### src/rtl/sdram_arb_pkg.sv
// Shared types and default constants for the two-port SDRAM arbiter.
package sdram_arb_pkg;

    // Grant state of the arbiter; IDLE forwards nothing.
    typedef enum logic [1:0] {
        IDLE = 2'd0,
        GNT0 = 2'd1,
        GNT1 = 2'd2
    } arb_state_t;

    // Read tag: which requester issued an outstanding read (0 = m0, 1 = m1).
    typedef logic tag_t;

    localparam int DEF_ADDR_W      = 25;
    localparam int DEF_DATA_W      = 16;
    localparam int DEF_BE_W        = 2;
    localparam int DEF_MAX_PENDING = 8;
    localparam int DEF_BURST_MAX   = 16;

endpackage

### src/rtl/sdram_arb_tag_fifo.sv
// Tag FIFO for outstanding reads: DEPTH entries of 1 bit, same-cycle push/pop
// allowed even when full. DEPTH must be a power of two so pointers wrap freely.
module sdram_arb_tag_fifo
    import sdram_arb_pkg::*;
#(
    parameter int DEPTH = DEF_MAX_PENDING
) (
    input  logic clk,
    input  logic rst_n,
    input  logic push,
    input  logic push_tag,
    input  logic pop,
    output logic full,
    output logic empty,
    output logic head
);

    localparam int PTR_W = $clog2(DEPTH);
    localparam logic [PTR_W:0] FULL_COUNT = (PTR_W + 1)'(DEPTH);

    logic [DEPTH-1:0] mem;
    logic [PTR_W-1:0] wr_ptr;
    logic [PTR_W-1:0] rd_ptr;
    logic [PTR_W:0]   count;
    logic             do_push;
    logic             do_pop;

    assign empty   = (count == '0);
    assign full    = (count == FULL_COUNT);
    assign head    = mem[rd_ptr];
    assign do_pop  = pop & ~empty;
    // A push into a full FIFO only lands when a pop frees the slot this cycle.
    assign do_push = push & (~full | do_pop);

    // Storage, pointers and occupancy count.
    always_ff @(posedge clk or negedge rst_n) begin
        if (!rst_n) begin
            mem    <= '0;
            wr_ptr <= '0;
            rd_ptr <= '0;
            count  <= '0;
        end else begin
            if (do_push) begin
                mem[wr_ptr] <= push_tag;
                wr_ptr      <= wr_ptr + 1'b1;
            end
            if (do_pop) begin
                rd_ptr <= rd_ptr + 1'b1;
            end
            case ({do_push, do_pop})
                2'b10:   count <= count + 1'b1;
                2'b01:   count <= count - 1'b1;
                default: count <= count;
            endcase
        end
    end

endmodule

### src/rtl/sdram_port_arbiter.sv
// Two-requester arbiter in front of the SDRAM controller port. m0 (VGA reader)
// wins ties from IDLE; a grant is held while its requester keeps requesting,
// and handed over after BURST_MAX accepts if the other side is waiting.
// Every accepted read is tagged so returning beats reach the issuer.
// Optional build macro SDRAM_ARB_PERF_EN adds per-requester transfer/stall counters.
//
// Handshake: a requester transfer completes in a cycle where it drives a request
// and sees mX_waitrequest low; the interface side completes a transfer when
// interface_chipselect is high and interface_waitrequest is low. Read beats are
// single-cycle pulses on readdatavalid with no back-pressure.
module sdram_port_arbiter
    import sdram_arb_pkg::*;
#(
    parameter int ADDR_W      = DEF_ADDR_W,
    parameter int DATA_W      = DEF_DATA_W,
    parameter int BE_W        = DEF_BE_W,
    parameter int MAX_PENDING = DEF_MAX_PENDING,
    parameter int BURST_MAX   = DEF_BURST_MAX
) (
    input  logic              clk_clk,
    input  logic              reset_reset_n,
    input  logic [ADDR_W-1:0] m0_address,
    input  logic [BE_W-1:0]   m0_byteenable_n,
    input  logic              m0_chipselect,
    input  logic [DATA_W-1:0] m0_writedata,
    input  logic              m0_read_n,
    input  logic              m0_write_n,
    output logic [DATA_W-1:0] m0_readdata,
    output logic              m0_readdatavalid,
    output logic              m0_waitrequest,
    input  logic [ADDR_W-1:0] m1_address,
    input  logic [BE_W-1:0]   m1_byteenable_n,
    input  logic              m1_chipselect,
    input  logic [DATA_W-1:0] m1_writedata,
    input  logic              m1_read_n,
    input  logic              m1_write_n,
    output logic [DATA_W-1:0] m1_readdata,
    output logic              m1_readdatavalid,
    output logic              m1_waitrequest,
    output logic [ADDR_W-1:0] interface_address,
    output logic [BE_W-1:0]   interface_byteenable_n,
    output logic              interface_chipselect,
    output logic [DATA_W-1:0] interface_writedata,
    output logic              interface_read_n,
    output logic              interface_write_n,
    input  logic [DATA_W-1:0] interface_readdata,
    input  logic              interface_readdatavalid,
    input  logic              interface_waitrequest,
    output logic              tag_err,
    output logic [1:0]        arb_state
`ifdef SDRAM_ARB_PERF_EN
    ,
    output logic [31:0]       m0_xfer_cnt,
    output logic [31:0]       m0_stall_cnt,
    output logic [31:0]       m1_xfer_cnt,
    output logic [31:0]       m1_stall_cnt
`endif
);

    localparam int CNT_W = $clog2(BURST_MAX + 1);
    localparam logic [CNT_W-1:0] CNT_MAX = CNT_W'(BURST_MAX);

    arb_state_t       state;
    arb_state_t       state_nxt;
    logic [CNT_W-1:0] burst_cnt;
    logic [CNT_W-1:0] burst_cnt_nxt;
    logic             burst_done;
    logic             req0, req1, rd0, rd1;
    logic             gnt0, gnt1;
    logic             fifo_full, fifo_empty, fifo_head;
    logic             rd_block;
    logic             accept, push, pop;

    assign req0 = m0_chipselect & (~m0_read_n | ~m0_write_n);
    assign req1 = m1_chipselect & (~m1_read_n | ~m1_write_n);
    assign rd0  = m0_chipselect & ~m0_read_n;
    assign rd1  = m1_chipselect & ~m1_read_n;
    assign gnt0 = (state == GNT0);
    assign gnt1 = (state == GNT1);

    // A full FIFO only blocks reads when no beat is returning this cycle;
    // a returning beat frees a slot, so the stalled read goes out immediately.
    assign rd_block = fifo_full & ~interface_readdatavalid;

    assign accept = interface_chipselect & ~interface_waitrequest;
    assign push   = accept & ~interface_read_n;
    assign pop    = interface_readdatavalid & ~fifo_empty;

    assign m0_waitrequest = ~gnt0 | ~req0 | interface_waitrequest | (rd0 & rd_block);
    assign m1_waitrequest = ~gnt1 | ~req1 | interface_waitrequest | (rd1 & rd_block);

    assign m0_readdata      = interface_readdata;
    assign m1_readdata      = interface_readdata;
    assign m0_readdatavalid = pop & ~fifo_head;
    assign m1_readdatavalid = pop & fifo_head;
    assign arb_state        = state;

    // Saturating burst count including this cycle's accept.
    assign burst_cnt_nxt = burst_cnt + {{(CNT_W-1){1'b0}}, (accept && burst_cnt != CNT_MAX)};
    assign burst_done    = (burst_cnt_nxt == CNT_MAX);

    sdram_arb_tag_fifo #(
        .DEPTH (MAX_PENDING)
    ) u_tag_fifo (
        .clk      (clk_clk),
        .rst_n    (reset_reset_n),
        .push     (push),
        .push_tag (gnt1),
        .pop      (pop),
        .full     (fifo_full),
        .empty    (fifo_empty),
        .head     (fifo_head)
    );

    // Grant state, burst counter and sticky tag error.
    always_ff @(posedge clk_clk or negedge reset_reset_n) begin
        if (!reset_reset_n) begin
            state     <= IDLE;
            burst_cnt <= '0;
            tag_err   <= 1'b0;
        end else begin
            state     <= state_nxt;
            burst_cnt <= (state_nxt != state) ? '0 : burst_cnt_nxt;
            if (interface_readdatavalid && fifo_empty) begin
                tag_err <= 1'b1;
            end
        end
    end

    // Next grant: release on idle requester, hand over after a full burst.
    always_comb begin
        state_nxt = state;
        case (state)
            IDLE: begin
                if (req0)      state_nxt = GNT0;
                else if (req1) state_nxt = GNT1;
            end
            GNT0: begin
                if (!req0)                   state_nxt = IDLE;
                else if (burst_done && req1) state_nxt = GNT1;
            end
            GNT1: begin
                if (!req1)                   state_nxt = IDLE;
                else if (burst_done && req0) state_nxt = GNT0;
            end
            default: state_nxt = IDLE;
        endcase
    end

    // Forward the granted requester to the controller; read wins over write.
    always_comb begin
        interface_address      = '0;
        interface_byteenable_n = '1;
        interface_chipselect   = 1'b0;
        interface_writedata    = '0;
        interface_read_n       = 1'b1;
        interface_write_n      = 1'b1;
        if (gnt0) begin
            interface_address      = m0_address;
            interface_byteenable_n = m0_byteenable_n;
            interface_chipselect   = req0 & ~(rd0 & rd_block);
            interface_writedata    = m0_writedata;
            interface_read_n       = m0_read_n;
            interface_write_n      = m0_write_n | ~m0_read_n;
        end else if (gnt1) begin
            interface_address      = m1_address;
            interface_byteenable_n = m1_byteenable_n;
            interface_chipselect   = req1 & ~(rd1 & rd_block);
            interface_writedata    = m1_writedata;
            interface_read_n       = m1_read_n;
            interface_write_n      = m1_write_n | ~m1_read_n;
        end
    end

`ifdef SDRAM_ARB_PERF_EN
    // Wrapping per-requester accepted-transfer and stall-cycle counters.
    always_ff @(posedge clk_clk or negedge reset_reset_n) begin
        if (!reset_reset_n) begin
            m0_xfer_cnt  <= '0;
            m0_stall_cnt <= '0;
            m1_xfer_cnt  <= '0;
            m1_stall_cnt <= '0;
        end else begin
            if (accept && gnt0)         m0_xfer_cnt  <= m0_xfer_cnt + 1'b1;
            if (accept && gnt1)         m1_xfer_cnt  <= m1_xfer_cnt + 1'b1;
            if (req0 && m0_waitrequest) m0_stall_cnt <= m0_stall_cnt + 1'b1;
            if (req1 && m1_waitrequest) m1_stall_cnt <= m1_stall_cnt + 1'b1;
        end
    end
`endif

endmodule

### config.mk
export PLATFORM = sky130hd
export DESIGN_NAME = sdram_port_arbiter
export DESIGN_NICKNAME = d
export VERILOG_FILES = /design/src/rtl/sdram_arb_pkg.sv /design/src/rtl/sdram_arb_tag_fifo.sv /design/src/rtl/sdram_port_arbiter.sv
export SDC_FILE = /design/constraint.sdc
export NUM_CORES = 1
export LEC_CHECK = 0
export BUFFER_PORTS_ARGS = -buffer_cell sky130_fd_sc_hd__buf_2
export CORE_MARGIN = 4
export CORE_UTILIZATION = 41
export CTS_BUF_LIST = sky130_fd_sc_hd__clkbuf_4 sky130_fd_sc_hd__clkbuf_8
export DETAILED_ROUTE_END_ITERATION = 16
export GPL_TIMING_DRIVEN = 0
export PLACE_DENSITY_LB_ADDON = 0.1
export SETUP_SLACK_MARGIN = 0.2
export SKIP_LAST_GASP = 1
export SYNTH_ARGS = -nofsm -noshare
export SYNTH_HDL_FRONTEND = slang
export SYNTH_SLANG_ARGS = --single-unit
### constraint.sdc
create_clock -name clk_clk -period 7.4 [get_ports clk_clk]
set_input_delay 0.74 -clock clk_clk [delete_from_list [all_inputs] [get_ports clk_clk]]
set_output_delay 0.74 -clock clk_clk [all_outputs]
set_load 0.02 [all_outputs]
==> results of run 1 <==
-- final timing paths --
kind	startpoint	endpoint	slack (ns)
max in group asynchronous	reset_reset_n	u_tag_fifo.count[0]$_DFFE_PN0P_	6.53
min reg2reg	tag_err$_DFFE_PN0P_	tag_err$_DFFE_PN0P_	0.46
max	m0_write_n	arb_state[0]$_DFF_PN0_	4.07
min in group asynchronous	reset_reset_n	burst_cnt[0]$_DFF_PN0_	0.47
max reg2reg	u_tag_fifo.count[1]$_DFFE_PN0P_	arb_state[0]$_DFF_PN0_	4.12
min	tag_err$_DFFE_PN0P_	tag_err$_DFFE_PN0P_	0.46
-- layer usage --
metal / share of wire / vias up / GRT usage / routed length (µm)
li1: - / 1216 / - / -
met1: 0.36 / 1160 / 0.274 / 3020
met2: 0.51 / 121 / 0.405 / 4210
met3: 0.12 / 10 / 0.0855 / 1010
met4: 0.0054 / 6 / 0.0199 / 45
met5: 0.0041 / - / 0 / 34
-- area by class of cell --
cell class | instances | area (µm²) | share of cell area
Clock buffer | 3 | 41.3 | 0.0126
Buffer | 44 | 290 | 0.0888
Tap cell | 70 | 87.6 | 0.0268
Sequential cell | 26 | 651 | 0.199
Multi-Input combinational cell | 160 | 1280 | 0.390
Inverter | 6 | 22.5 | 0.00689
Timing Repair Buffer | 180 | 901 | 0.276
-- cell usage after synthesis, types with 6 or more instances --
master / n / area (µm²)
a22o_1: 41 / 359
buf_4: 33 / 248
dfrtp_1: 26 / 651
nand2_1: 11 / 41.3
mux2_1: 10 / 113
clkbuf_1: 9 / 33.8
nor2_1: 9 / 33.8
nor4_1: 9 / 56.3
ha_1: 7 / 87.6
nand2b_1: 7 / 43.8
xnor2_1: 7 / 61.3
inv_1: 6 / 22.5
-- registers in the layout, summed over array words and instances, names as in the netlist --
| name | cells |
|---|---|
| u_tag_fifo.mem | 8 |
| burst_cnt | 5 |
| u_tag_fifo.count | 4 |
| u_tag_fifo.rd_ptr | 3 |
| u_tag_fifo.wr_ptr | 3 |
| arb_state | 2 |
| tag_err | 1 |
-- cells by family after synthesis --
logic type / Yosys count / synth area share
adders and majority gates: 8 / 0.0480
muxes: 15 / 0.0838
and+or+nand+nor: 61 / 0.155
buffers and inverters: 50 / 0.140
DFF: 26 / 0.291
AOI/OAI and AO/OA: 65 / 0.240
xor gates and xnor gates: 11 / 0.0430
-- placed cells by master, fill, tap and decap left out, drive strengths merged, types with 2 or more instances in the layout --
master and instances:
nor4 9, nor4b 2, nand2 11, buf 215, mux2 10, a21o 2, nor3b 2, a22o 41
xor2 4, nand3 3, or2 3, nor3 5, xnor2 7, a21boi 5, nor2 9, mux4 2
a21oi 2, nand2b 7, dfrtp 26, nor2b 4, ha 7, inv 6, clkbuf 12, mux2i 3
o21ai 4, o22a 2
-- metrics by stage --
stage / hold WS [ns] / utilization / instances / total power [mW] / area (µm²)
floorplan: 0.444 / - / 236 / 0.400 / 2240
global placement: 0.432 / 0.620 / 486 / 0.490 / 3230
detailed placement: 0.440 / 0.620 / 486 / 0.502 / 3230
CTS: 0.459 / 0.628 / 489 / 0.581 / 3270
global route: 0.504 / 0.628 / 489 / 0.623 / 3270
finish: 0.459 / 0.628 / 489 / 0.576 / 3270
-- power groups by stage --
stage | Clock, mW | Combinational (mW) | Sequential, mW
floorplan | 0 | 0.193 | 0.207
global placement | 0 | 0.279 | 0.211
detailed placement | 0 | 0.289 | 0.213
CTS | 0.0809 | 0.290 | 0.210
global route | 0.0889 | 0.318 | 0.217
finish | 0.0787 | 0.287 | 0.210
==> flow_summary.yaml, run 1 <==
run:
  drv_cap: 0
sta:
  hold_viol_final: 0
  tightest_slew_ns: 0.762
  fmax_mhz: 300
  slew_headroom: 0.492
  rsz0062_at_grt: "no"
  setup_ws_ns: 4.07
  clock_skew_ns: 0.00628
  setup_viol: 0
  slew_viol_final: 0
  post-route-min-period_ns: 3.33
  fin_crit_sh: 0.450
  fin_tns_setup_ns: 0
routing:
  wl_per_cell_um: 17.0
  drcViolationCount: 0
  first_iter_violations: 99
  drtAntennaViolNets: 0
  via_count: 2513
  dr.pass1.iters: 4
  wirelength_um: 8320
  viasPerCell: 5.14
synthesis:
  synth-main-ff-cell: "dfrtp_1"
  ys_seq_area_frac: 0.291
  ys_warn_count: 0
  synth_nets: 356
  synth_edf_count: 0
  synth_cell_types: 47
  synth_area_um2: 2240
  synth_cells: 236
  synth-seq-cells: 26
  postSynth.asyncResetShare: 1.00
  syn_avg_cell_area_um2: 9.49
min_path:
  worstHoldPathType: "reg -> reg"
  min_path_cells: 1
clock_network:
  insertion_delay_ns: 0.27
  cts_buffer_depth: 2
  root_buffer: "clkbuf_8"
  clkTransAtPathRegs_ns: 0.08
  cts_setup_buffers: 0
  htreeDepth: 1
  ctsResizeCount: 0
  hold_buffers: 0
  cts_tree: "built"
  clock_sinks: 26
  cts_made_buffers: 3
worst_setup_path:
  r2r_cells: 10
  crit_path_top_delay_cell: "or4b_1"
  worstPathMaxFanout: 6
  cpMostUsedCell: "ha_1"
  path_depth: 11
  crit_family: "simple AND/OR/NAND/NOR gates"
  path_cells: "buf_2, a21bo_2, nor2_1, o21ai_1, a221oi_1, ha_1, ha_1, or4b_1, a2bb2oi_1, nor3_1, mux2_1"
  arrival_ns: 3.48
  crit_required_ns: 7.55
  endpoint_kind: "flop"
  start_kind: "input port"
  crit_buf_inv: 1
  slowest_delay_ns: 0.51
  crit_type: "in -> reg"
floorplanning:
  io_pins: 197
  row_count: 26
  die-height_um: 81.9
  start_util: 0.430
  dieArea_um2: 6710
  dieWidth_um: 81.9
  coreArea_um2: 5200
grt:
  grt_overflow: 0
  grt_antenna_before_repair: 3
  grt_pass1_wl_um: 11900
  grtUsageTotal: 0.229
  grt_pass1_vias: 2378
  grt_max_degree: 27
power:
  p_clk_frac: 0.137
  p_per_area_nw_per_um2: 176
  p_comb_frac: 0.498
  switchingPower_uw: 234
  peakVddDrop_mv: 0.115
  intPower_uw: 342
  swShare: 0.406
  seqPwrFrac: 0.365
  leakagePower_nw: 1.82
placed_design:
  dp_hpwl_um: 7150
  place_ws_ns: 3.78
  port_buffers: 180
  globalplace.congestion: 0.891
outcome:
  status: "complete, no violations"
cells_and_area:
  antenna_cells: 0
  drive_gt1_frac: 0.537
  layout.nets: 541
  num-fill-cells: 496
  area_growth_syn_to_layout_pct: 46.0
Power figures use the tool's default switching activity.
==> run 2: changes to the inputs <==
--- a/config.mk
+++ b/config.mk
@@ -7,7 +7,7 @@
 export LEC_CHECK = 0
 export BUFFER_PORTS_ARGS = -buffer_cell sky130_fd_sc_hd__buf_2
 export CORE_MARGIN = 4
-export CORE_UTILIZATION = 41
+export CORE_UTILIZATION = 39
 export CTS_BUF_LIST = sky130_fd_sc_hd__clkbuf_4 sky130_fd_sc_hd__clkbuf_8
 export DETAILED_ROUTE_END_ITERATION = 16
 export GPL_TIMING_DRIVEN = 0
==> constraint.sdc (replaced) <==
create_clock -name clk_clk -period 3.26 [get_ports clk_clk]
set_input_delay 0.326 -clock clk_clk [delete_from_list [all_inputs] [get_ports clk_clk]]
set_output_delay 0.326 -clock clk_clk [all_outputs]
set_load 0.02 [all_outputs]
==> run 2 against run 1 <==
Effect of this change: worst hold slack worse by 0.41 ns; clock skew is 0.0011 ns higher; sequential power grew 130%; clock power rose to 3.4 times the previous value; first-iteration DRC count is 1.0% higher; sequential share of layout area shrank 1.5 points; cell count is 3.7% higher; cell area rose by 8.8%; combinational power grew to 2.5 times the previous value; global-route usage shrank 0.95 points; clock-buffer cell count unchanged; setup slack worse by 3.8 ns; critical path type is now reg -> reg; largest cell class unchanged.
==> flow_summary.yaml, run 2 (synthesis gave the netlist of run 1 again) <==
power:
  peakVddDrop_mv: 0.370
  p_per_area_nw_per_um2: 417
  leakagePower_nw: 1.94
sta:
  slew_viol_final: 0
  setup_viol: 0
  hold_viol_final: 0
  fin_tns_setup_ns: 0
  clock_skew_ns: 0.00736
  rsz0062_at_grt: "yes"
  post-route-min-period_ns: 3.04
  slew_headroom: 0.608
  tightest_slew_ns: 0.588
  fin_crit_sh: 0.931
  fmax_mhz: 329
  timing.hold.ws_ns: 0.0483
floorplanning:
  die-height_um: 83.8
  start_util: 0.404
  coreArea_um2: 5540
  row_count: 27
  dieWidth_um: 83.8
  io_pins: 197
  dieArea_um2: 7020
worst_setup_path:
  worstPathMaxFanout: 5
  slowest_delay_ns: 0.50
  crit_path_top_delay_cell: "or4b_4"
  crit_family: "simple AND/OR/NAND/NOR gates"
  crit_buf_inv: 0
  path_cells: "nor3_4, nand2_2, o2111ai_4, a221oi_2, ha_2, ha_4, or4b_4, a2bb2oi_4, or4_1, a31oi_1"
  crit_type: "reg -> reg"
  start_kind: "flop"
  crit_required_ns: 3.45
  endpoint_kind: "flop"
  arrival_ns: 3.22
grt:
  grt_overflow: 0
  grt_pass1_wl_um: 12700
  grt_max_degree: 27
  grt_antenna_before_repair: 5
  grtUsageTotal: 0.220
  grt_pass1_vias: 2584
clock_network:
  cts_tree: "built"
  clock_sinks: 26
  root_buffer: "clkbuf_8"
  cts_made_buffers: 3
  htreeDepth: 1
  clkTransAtPathRegs_ns: 0.09
  insertion_delay_ns: 0.27
  cts_buffer_depth: 2
cells_and_area:
  reg_top3: "u_tag_fifo.mem: 8 flops, burst_cnt: 5 flops, u_tag_fifo.count: 4 flops"
  layout_commonest_cell: "buf_2"
  layout.nets: 555
  drive_gt1_frac: 0.599
  largest_reg_flops: 8
  largest_register: "u_tag_fifo.mem"
  final_cell_mix: "buf_2 (181), buf_4 (46), a22o_1 (41), dfrtp_1 (22)"
  area_growth_syn_to_layout_pct: 58.8
routing:
  dr.pass1.iters: 4
  drtAntennaViolNets: 0
  viasPerCell: 5.10
  drcViolationCount: 0
  wl_per_cell_um: 16.7
  wirelength_um: 8480
  via_count: 2586
  first_iter_violations: 100
placed_design:
  port_buffers: 180
  globalplace.congestion: 0.840
  dp_hpwl_um: 6750
run:
  drv_cap: 0
outcome:
  status: "complete, no violations"
min_path:
  worstHoldPathType: "in -> async"
## run 2: changes by cell type in the layout (fill, tap and decap cells not counted), sizes merged
cell | previous run | this run
bufinv | 0 | 1
diode | 0 | 1
buf | 215 | 229
## run 2: layer usage
| metal | up-vias | share of wire | global-route usage |
|---|---|---|---|
| met5 | - | 0.0055 | 0 |
| met4 | 8 | 0.019 | 0.0395 |
| met3 | 18 | 0.13 | 0.108 |
| met2 | 141 | 0.48 | 0.383 |
| met1 | 1172 | 0.36 | 0.244 |
| li1 | 1247 | - | - |
## run 2: final timing paths
kind                            slack (ns)                            start  cells past startpoint                          endpoint
worst max-delay path                  0.22  u_tag_fifo.count[0]$_DFFE_PN0P_                     10            arb_state[1]$_DFF_PN0_
worst min-delay path                  0.05                    reset_reset_n                      1  u_tag_fifo.wr_ptr[0]$_DFFE_PN0P_
worst max register to register        0.22  u_tag_fifo.count[0]$_DFFE_PN0P_                     10            arb_state[1]$_DFF_PN0_
worst min register to register        0.47              tag_err$_DFFE_PN0P_                      1               tag_err$_DFFE_PN0P_
max in group asynchronous             2.79                    reset_reset_n                      1            arb_state[1]$_DFF_PN0_
min in group clk_clk                  0.31          interface_readdatavalid                      2               tag_err$_DFFE_PN0P_
## run 2: where the power goes
part           switching, mW  total (mW)  internal (mW)  leakage (nW)
combinational          0.377       0.728          0.351          1.57
sequential            0.0928       0.487          0.394         0.335
clock                  0.103       0.268          0.164        0.0357
## run 2: cell type report
type | count | area (µm²)
Fill cell | 530 | 1980
Sequential cell | 26 | 656
Clock inverter | 1 | 30.0
Multi-Input combinational cell | 160 | 1410
Tap cell | 72 | 90.1
Clock buffer | 3 | 41.3
Inverter | 6 | 22.5
Antenna cell | 1 | 2.50
Buffer | 44 | 294
Timing Repair Buffer | 194 | 1010
## run 2: timing repair
item                                    in CTS  in global routing
pin swaps                                    5                  8
gates cloned                                 0                  0
resized for setup                           11                 16
setup buffers                                5                  9
hold buffers                                 0                  0
endpoints found under the setup margin       3                  3
## run 2: per-stage QoR
step                      instances  power (mW)  instance area (µm²)  setup slack, ns   util
after detailed placement        488        1.13                 3230          0.00429  0.583
final                           507        1.48                 3560            0.225  0.642
after global routing            507        1.59                 3560            0.118  0.642
after floorplan                 236       0.908                 2240            0.246      -
after CTS                       497        1.42                 3390            0.214  0.612
after global placement          488        1.11                 3230           0.0363  0.583
## run 2: worst register-to-register path, cell delays in order (launching register included)
cell and delay (ns):
dfrtp_2 0.46, nor3_4 0.26, nand2_2 0.14, o2111ai_4 0.23, a221oi_2 0.11, ha_2 0.23
ha_4 0.22, or4b_4 0.50, a2bb2oi_4 0.17, or4_1 0.47, a31oi_1 0.18
